--- src/rtl/ifetch_pkg.sv ---
// ----------------------------------------------------------------------------
// ifetch_pkg
// Shared types and constants for the instruction-fetch unit.
//   state_t     : two-state fetch FSM encoding (S_FETCH, S_VALID)
//   RESET_PC    : address of the first fetch after reset
//   INSTR_STEP  : byte distance between consecutive instructions
//   word_align  : clears the two low address bits of a byte address
// ----------------------------------------------------------------------------
package ifetch_pkg;

   typedef enum logic {
      S_FETCH = 1'b0,   // request outstanding, waiting for imem_ack
      S_VALID = 1'b1    // instruction presented, waiting for consume
   } state_t;

   localparam logic [31:0] RESET_PC   = 32'h0000_0000;
   localparam logic [31:0] INSTR_STEP = 32'd4;

   function automatic logic [31:0] word_align(input logic [31:0] addr);
      return {addr[31:2], 2'b00};
   endfunction

endpackage

--- src/rtl/ifetch_if.sv ---
// ----------------------------------------------------------------------------
// ifetch_if
// Instruction-memory read channel between the fetch unit and memory.
//   imem_req   : read request (held until imem_ack)
//   imem_addr  : word-aligned fetch address
//   imem_ack   : imem_rdata is valid this cycle
//   imem_rdata : instruction word
// Modports: master (fetch unit side), slave (memory side).
// ----------------------------------------------------------------------------
interface ifetch_if;

   logic        imem_req;
   logic [31:0] imem_addr;
   logic        imem_ack;
   logic [31:0] imem_rdata;

   modport master (
      output imem_req,
      output imem_addr,
      input  imem_ack,
      input  imem_rdata
   );

   modport slave (
      input  imem_req,
      input  imem_addr,
      output imem_ack,
      output imem_rdata
   );

endinterface

--- src/rtl/ifetch_next_pc.sv ---
// ----------------------------------------------------------------------------
// ifetch_next_pc
// Combinational next-fetch-address selection.
//   consume     : presented instruction is accepted this cycle
//   pc_out      : address of the presented instruction
//   branch/jump/cond/target : redirect request from control
//   next_pc     : address to fetch after the presented instruction
//   err_set     : a taken redirect carried a misaligned target
// Optional feature (macro IFETCH_DELAY_SLOT_EN): a taken redirect fetches the
// delay slot first and parks the aligned target in a pending register owned by
// the caller; extra ports:
//   pend_valid  : the presented instruction is a delay slot
//   pend_target : parked redirect target
//   pend_load   : park pend_next now
//   pend_clear  : delay slot consumed, pending target is being fetched
//   pend_next   : aligned target to park
// ----------------------------------------------------------------------------
module ifetch_next_pc
   import ifetch_pkg::*;
(
   input  logic        consume,
   input  logic [31:0] pc_out,
   input  logic        branch,
   input  logic        jump,
   input  logic        cond,
   input  logic [31:0] target,
`ifdef IFETCH_DELAY_SLOT_EN
   input  logic        pend_valid,
   input  logic [31:0] pend_target,
   output logic        pend_load,
   output logic        pend_clear,
   output logic [31:0] pend_next,
`endif
   output logic [31:0] next_pc,
   output logic        err_set
);

   logic        redirect;
   logic        misaligned;
   logic [31:0] seq_pc;

   assign redirect   = jump | (branch & cond);
   assign misaligned = (target[1:0] != 2'b00);
   // Plain 32-bit add: 0xFFFFFFFC + 4 wraps to 0x00000000 by construction.
   assign seq_pc     = pc_out + INSTR_STEP;

`ifdef IFETCH_DELAY_SLOT_EN
   assign pend_next = word_align(target);

   always_comb begin
      // NOTE: every output gets a default first so no path leaves it unassigned
      // (an unassigned path in always_comb would infer a latch).
      next_pc    = seq_pc;
      err_set    = 1'b0;
      pend_load  = 1'b0;
      pend_clear = 1'b0;
      if (pend_valid) begin
         // Delay slot: its own branch/jump fields are ignored.
         next_pc    = pend_target;
         pend_clear = consume;
      end else if (redirect) begin
         // Fetch the delay slot (sequential) and park the target.
         pend_load = consume;
         err_set   = consume & misaligned;
      end
   end
`else
   always_comb begin
      next_pc = seq_pc;
      err_set = 1'b0;
      if (redirect) begin
         next_pc = word_align(target);
         err_set = consume & misaligned;
      end
   end
`endif

endmodule

--- src/rtl/ifetch_unit.sv ---
// ----------------------------------------------------------------------------
// ifetch_unit
// Two-state instruction-fetch FSM. Issues one read at a time on the imem
// channel, presents the returned word to control and advances (or redirects)
// the fetch address when control consumes it.
// Ports:
//   clk, reset  : rising-edge clock, asynchronous active-high reset
//   stall       : control cannot accept the presented instruction
//   branch/jump/cond/target : redirect request, sampled only on consume
//   imem        : ifetch_if.master instruction-memory channel
//   instruction : presented instruction word
//   pc_out      : address of the presented instruction
//   instr_valid : instruction/pc_out valid
//   addr_err    : sticky, a misaligned redirect target was received
// Build option: define IFETCH_DELAY_SLOT_EN for single-delay-slot redirects.
// ----------------------------------------------------------------------------
module ifetch_unit
   import ifetch_pkg::*;
(
   input  logic             clk,
   input  logic             reset,
   input  logic             stall,
   input  logic             branch,
   input  logic             jump,
   input  logic             cond,
   input  logic [31:0]      target,
   ifetch_if.master         imem,
   output logic [31:0]      instruction,
   output logic [31:0]      pc_out,
   output logic             instr_valid,
   output logic             addr_err
);

   state_t      state;
   logic [31:0] pc;        // address of the outstanding / next fetch
   logic [31:0] next_pc;
   logic        err_set;
   logic        consume;

`ifdef IFETCH_DELAY_SLOT_EN
   logic        pend_valid;
   logic [31:0] pend_target;
   logic        pend_load;
   logic        pend_clear;
   logic [31:0] pend_next;
`endif

   assign consume = (state == S_VALID) && !stall;

   ifetch_next_pc u_next_pc (
      .consume     (consume),
      .pc_out      (pc_out),
      .branch      (branch),
      .jump        (jump),
      .cond        (cond),
      .target      (target),
`ifdef IFETCH_DELAY_SLOT_EN
      .pend_valid  (pend_valid),
      .pend_target (pend_target),
      .pend_load   (pend_load),
      .pend_clear  (pend_clear),
      .pend_next   (pend_next),
`endif
      .next_pc     (next_pc),
      .err_set     (err_set)
   );

   // Request is a decode of the state register. Gating with reset keeps it
   // low while reset is held and lets it rise in the very first cycle after
   // release, when the state register already sits in S_FETCH.
   assign imem.imem_req  = (state == S_FETCH) && !reset;
   assign imem.imem_addr = pc;

   // NOTE: sequential state uses non-blocking assignments only, so every
   // register samples the pre-edge values of the others.
   always_ff @(posedge clk or posedge reset) begin
      if (reset) begin
         state       <= S_FETCH;
         pc          <= RESET_PC;
         instruction <= 32'h0000_0000;
         pc_out      <= RESET_PC;
         instr_valid <= 1'b0;
         addr_err    <= 1'b0;
`ifdef IFETCH_DELAY_SLOT_EN
         pend_valid  <= 1'b0;
         pend_target <= RESET_PC;
`endif
      end else begin
         if (err_set) begin
            addr_err <= 1'b1;
         end
         case (state)
            S_FETCH: begin
               // pc is not touched here, so the request address stays
               // constant until the ack arrives.
               if (imem.imem_ack) begin
                  instruction <= imem.imem_rdata;
                  pc_out      <= pc;
                  instr_valid <= 1'b1;
                  state       <= S_VALID;
               end
            end
            S_VALID: begin
               if (!stall) begin
                  pc          <= next_pc;
                  instr_valid <= 1'b0;
                  state       <= S_FETCH;
`ifdef IFETCH_DELAY_SLOT_EN
                  if (pend_load) begin
                     pend_valid  <= 1'b1;
                     pend_target <= pend_next;
                  end else if (pend_clear) begin
                     pend_valid  <= 1'b0;
                  end
`endif
               end
            end
            default: state <= S_FETCH;
         endcase
      end
   end

endmodule

--- src/flat_wrapper.sv ---
// flat-port wrapper written by rule: the top's interface ports become plain ports
module ifetch_unit_flat import ifetch_pkg::*;
  (clk, reset, stall, branch, jump, cond, target, instruction, pc_out, instr_valid, addr_err, imem_imem_req, imem_imem_addr, imem_imem_ack, imem_imem_rdata);
  ifetch_if imem_i ();
  input  logic clk;
  input  logic reset;
  input  logic stall;
  input  logic branch;
  input  logic jump;
  input  logic cond;
  input  logic [31:0] target;
  output logic [31:0] instruction;
  output logic [31:0] pc_out;
  output logic instr_valid;
  output logic addr_err;
  output wire logic [$bits(imem_i.imem_req)-1:0] imem_imem_req;
  output wire logic [$bits(imem_i.imem_addr)-1:0] imem_imem_addr;
  input wire logic [$bits(imem_i.imem_ack)-1:0] imem_imem_ack;
  input wire logic [$bits(imem_i.imem_rdata)-1:0] imem_imem_rdata;
  assign imem_imem_req = imem_i.imem_req;
  assign imem_imem_addr = imem_i.imem_addr;
  assign imem_i.imem_ack = imem_imem_ack;
  assign imem_i.imem_rdata = imem_imem_rdata;
  ifetch_unit u_core (.clk(clk), .reset(reset), .stall(stall), .branch(branch), .jump(jump), .cond(cond), .target(target), .imem(imem_i), .instruction(instruction), .pc_out(pc_out), .instr_valid(instr_valid), .addr_err(addr_err));
endmodule
--- config.mk ---
export PLATFORM = sky130hd
export DESIGN_NAME = ifetch_unit_flat
export DESIGN_NICKNAME = d
export VERILOG_FILES = /design/src/rtl/ifetch_pkg.sv /design/src/rtl/ifetch_if.sv /design/src/rtl/ifetch_next_pc.sv /design/src/rtl/ifetch_unit.sv /design/src/flat_wrapper.sv
export SDC_FILE = /design/constraint.sdc
export NUM_CORES = 1
export LEC_CHECK = 0
export CORE_MARGIN = 1
export CORE_UTILIZATION = 43
export CTS_BUF_LIST = sky130_fd_sc_hd__clkbuf_8
export DETAILED_ROUTE_END_ITERATION = 16
export GPL_TIMING_DRIVEN = 1
export PLACE_DENSITY = 0.74
export SLEW_MARGIN = 20
export SYNTH_ARGS = -nofsm -noshare
export SYNTH_HDL_FRONTEND = slang
export SYNTH_SLANG_ARGS = --single-unit
--- constraint.sdc ---
create_clock -name clk -period 7.5 [get_ports clk]
set_clock_uncertainty 0.2 [all_clocks]
set_input_delay 1.125 -clock clk [delete_from_list [all_inputs] [get_ports clk]]
set_output_delay 1.125 -clock clk [all_outputs]
set_load 0.1 [all_outputs]
==> flow_summary.toml <==
[setup_path]
worstReg2RegEnd = "u_core.instruction[9]"
highest_net_fanout_along_the_worst_path = 2
critical_path_required_ns = 6.17
max_stage_delay_ns = 1.14
worst_ep_arrival_time_ns = 2.85
critPathBufInv = 2
worst_path_max_delay_cell = "sky130_fd_sc_hd__clkdlybuf4s50_1"
end_kind = "primary output"
cp-start-kind = "input pin"
critPathKind = "input pin to primary output"
critical_path.most_common_cell = "sky130_fd_sc_hd__clkdlybuf4s50_1"
r2r_slack_ns = 4.96
ff2ff_path_depth = 3
crit_path_cell_trace = "clkdlybuf4s50_1, nor2_1, clkdlybuf4s50_1"
crit-reg2reg-launch = "u_core.state"
worst_path_top_cell_family_by_delay = "buffers and inverters"

[floorplanning]
die_h_um = 104
pin_count = 170
rows = 36
core-area_um2 = 9950
initial_utilization = 0.450
die_area_um2 = 10800
floorplan.die.width_um = 104

[route]
wl_per_cell_um = 17.8
detailedRoute.firstPassIterationCount = 4
dr_total_vias = 3748
drt.antenna.violating_nets = 0
avgViaCountPerCell = 5.36
drc_errors = 0
routed_wl_um = 12500
iter_0_drt_violations = 165

[sta]
fin_crit_sh = 0.556
final_setup_violations = 0
setup_ws_ns = 3.33
finalHoldViolCount = 0
grt_setup_unrepaired = "false"
tightest_slew_ns = 1.05
max_clock_freq_mhz = 240
drv_slew = 0
post_route_setup_tns_ns = 0
period_needed_ns = 4.17
worst_slew_margin_rel = 0.301

[logic_synthesis]
netlist_instances = 400
syn_nets = 472
synth.largest_area_cell = "sky130_fd_sc_hd__dfrtp_1"
synth_seq_area_share = 0.553
syn-cell-area_um2 = 4480
postSynthAreaPerCell_um2 = 11.2
synth.top_cell.area_share = 0.553
synthTopCellsByArea = "sky130_fd_sc_hd__dfrtp_1 (55%), sky130_fd_sc_hd__mux2_2 (16%), sky130_fd_sc_hd__xnor2_1 (3.9%), sky130_fd_sc_hd__o21ai_0 (3.2%), sky130_fd_sc_hd__nand2_1 (2.6%)"
ys_seq_elements = 99
yosys_warnings = 0
synth.distinct_cells = 33

[clocking]
cts_htree_levels = 3
cts_max_path_buffers = 2
cts.hold.buffers_added = 0
clock-sinks = 99
postCtsSetupBuffers = 0
clock_latency_at_the_later_pin_of_the_worst_skew_pair_ns = 0.37
cts_inserted_buffers = 9
cts.clk_slew.worst_paths_ns = 0.09
cts-root-buf = "sky130_fd_sc_hd__clkbuf_8"
cts_resized = 0
tritoncts_clock_tree = "done"

[global_route]
grt_busiest_layer = "met2"
global_route.usage.met3 = 0.0670
via_count_of_the_first_global_routing_pass = 3829
largest_net_degree_at_the_start_of_global_routing = 54
global_route_wire_length_before_repair_um = 19900
grtUsageMet2 = 0.384
globalRouteOverflowTotal = 0
groute.layer.met1.usage = 0.296
grt_overall_usage = 0.237
grt_antenna_before_repair = 0

[min_path]
holdCritPathClass = "flop to flop"
min_delay_path_depth = 1
hold_end = "u_core.addr_err"
min_from = "u_core.addr_err"

[placement]
globalplace.congestion = 0.789
place_hpwl_um = 8660
portBuffers = 169
detailedPlace.worstSlack_ns = 3.32

[outcome]
status = "completed"

[layout]
areaGrowthSynthToFinish_pct = 45.4
final_nets = 634
antennaDiodeCount = 0
post_route_cells_drive_above_1_share = 0.150

[job]
max-cap-violations = 0
## stage by stage
step	hold WS (ns)	util	instances	area (um2)
after CTS	0.287	0.654	699	6520
after global placement	0.262	0.633	684	6300
after detailed placement	0.265	0.633	684	6300
after global routing	0.328	0.654	699	6520
final	0.287	0.654	699	6520
after floorplan	0.310	-	400	4480
## Yosys cell counts, drive strengths merged
master	instances
a21o	5
a21oi	21
a31oi	4
and3	12
and4	3
buf	3
clkbuf	20
dfrtp	99
ha	1
inv	4
mux2	62
mux2i	1
nand2	31
nand2b	1
nand3	11
nand4	9
nor2	24
nor2b	2
nor3	9
nor4	5
o21ai	30
o21bai	1
o22ai	9
o31a	2
o31ai	1
or3	3
or4	4
xnor2	20
xor2	3
## worst reg2reg max path, cell delays in order, from the launching register on
cell and delay, ns:
sky130_fd_sc_hd__dfrtp_1 0.48, sky130_fd_sc_hd__nor2b_4 0.75, sky130_fd_sc_hd__buf_4 0.59, sky130_fd_sc_hd__mux2_2 0.43
## layout make-up
type                    instances  area, um2
fillers                       815       3440
well taps                     133        166
inverters                       4       17.5
clock buffers                  10        138
repair buffers                174       1730
clock inverters                 5       78.8
multi-input cells             274       1910
flip-flops and latches         99       2480
## logic make-up (layout without fill, tap and decap cells)
kind of cell	after synthesis	count (layout)	synth area share
multiplexers	63	63	0.158
buffers and inverters	27	193	0.0235
adder cells (fa/ha/maj)	1	1	0.00279
AND/OR/NAND/NOR	114	114	0.127
AO/OA/AOI/OAI	73	73	0.0908
XOR/XNOR	23	23	0.0450
flip-flops	99	99	0.553
## worst max path at each step
stage / start / end / cells past startpoint
finish: reset / imem_imem_req / 3
global placement: reset / imem_imem_req / 3
CTS: reset / imem_imem_req / 3
floorplan: reset / u_core.addr_err / 1
detailed placement: reset / imem_imem_req / 3
global route: reset / imem_imem_req / 3
## registers in the layout, indices dropped and copies added, names as in the netlist
| name | flops |
|---|---|
| u_core.pc_out | 32 |
| u_core.addr_err | 1 |
| u_core.instruction | 32 |
| u_core.imem.imem_addr | 32 |
| u_core.instr_valid | 1 |
| u_core.state | 1 |
## layout by cell type (no fill, tap or decap), drive strengths merged, types with 4 or more instances in the layout
cell type      instances
a21o                   5
a21oi                 21
a31oi                  4
and3                  12
buf                    5
clkbuf                10
clkdlybuf4s50        169
dfrtp                 99
inv                    5
mux2                  62
nand2                 31
nand3                 11
nand4                  9
nor2                  24
nor3                   9
nor4                   5
o21ai                 30
o22ai                  9
or4                    4
xnor2                 20
## per-layer routing
layer | share of wire | vias to the layer above | routed length (um)
li1 | - | 1753 | -
met1 | 0.43 | 1819 | 5300
met2 | 0.48 | 162 | 5960
met3 | 0.080 | 14 | 991
met4 | 0.017 | 0 | 214
met5 | 0 | - | 0
Power is left out: the tool's default activity adds up to more than one toggle a clock period on the data nets, which glitch-free logic cannot reach.
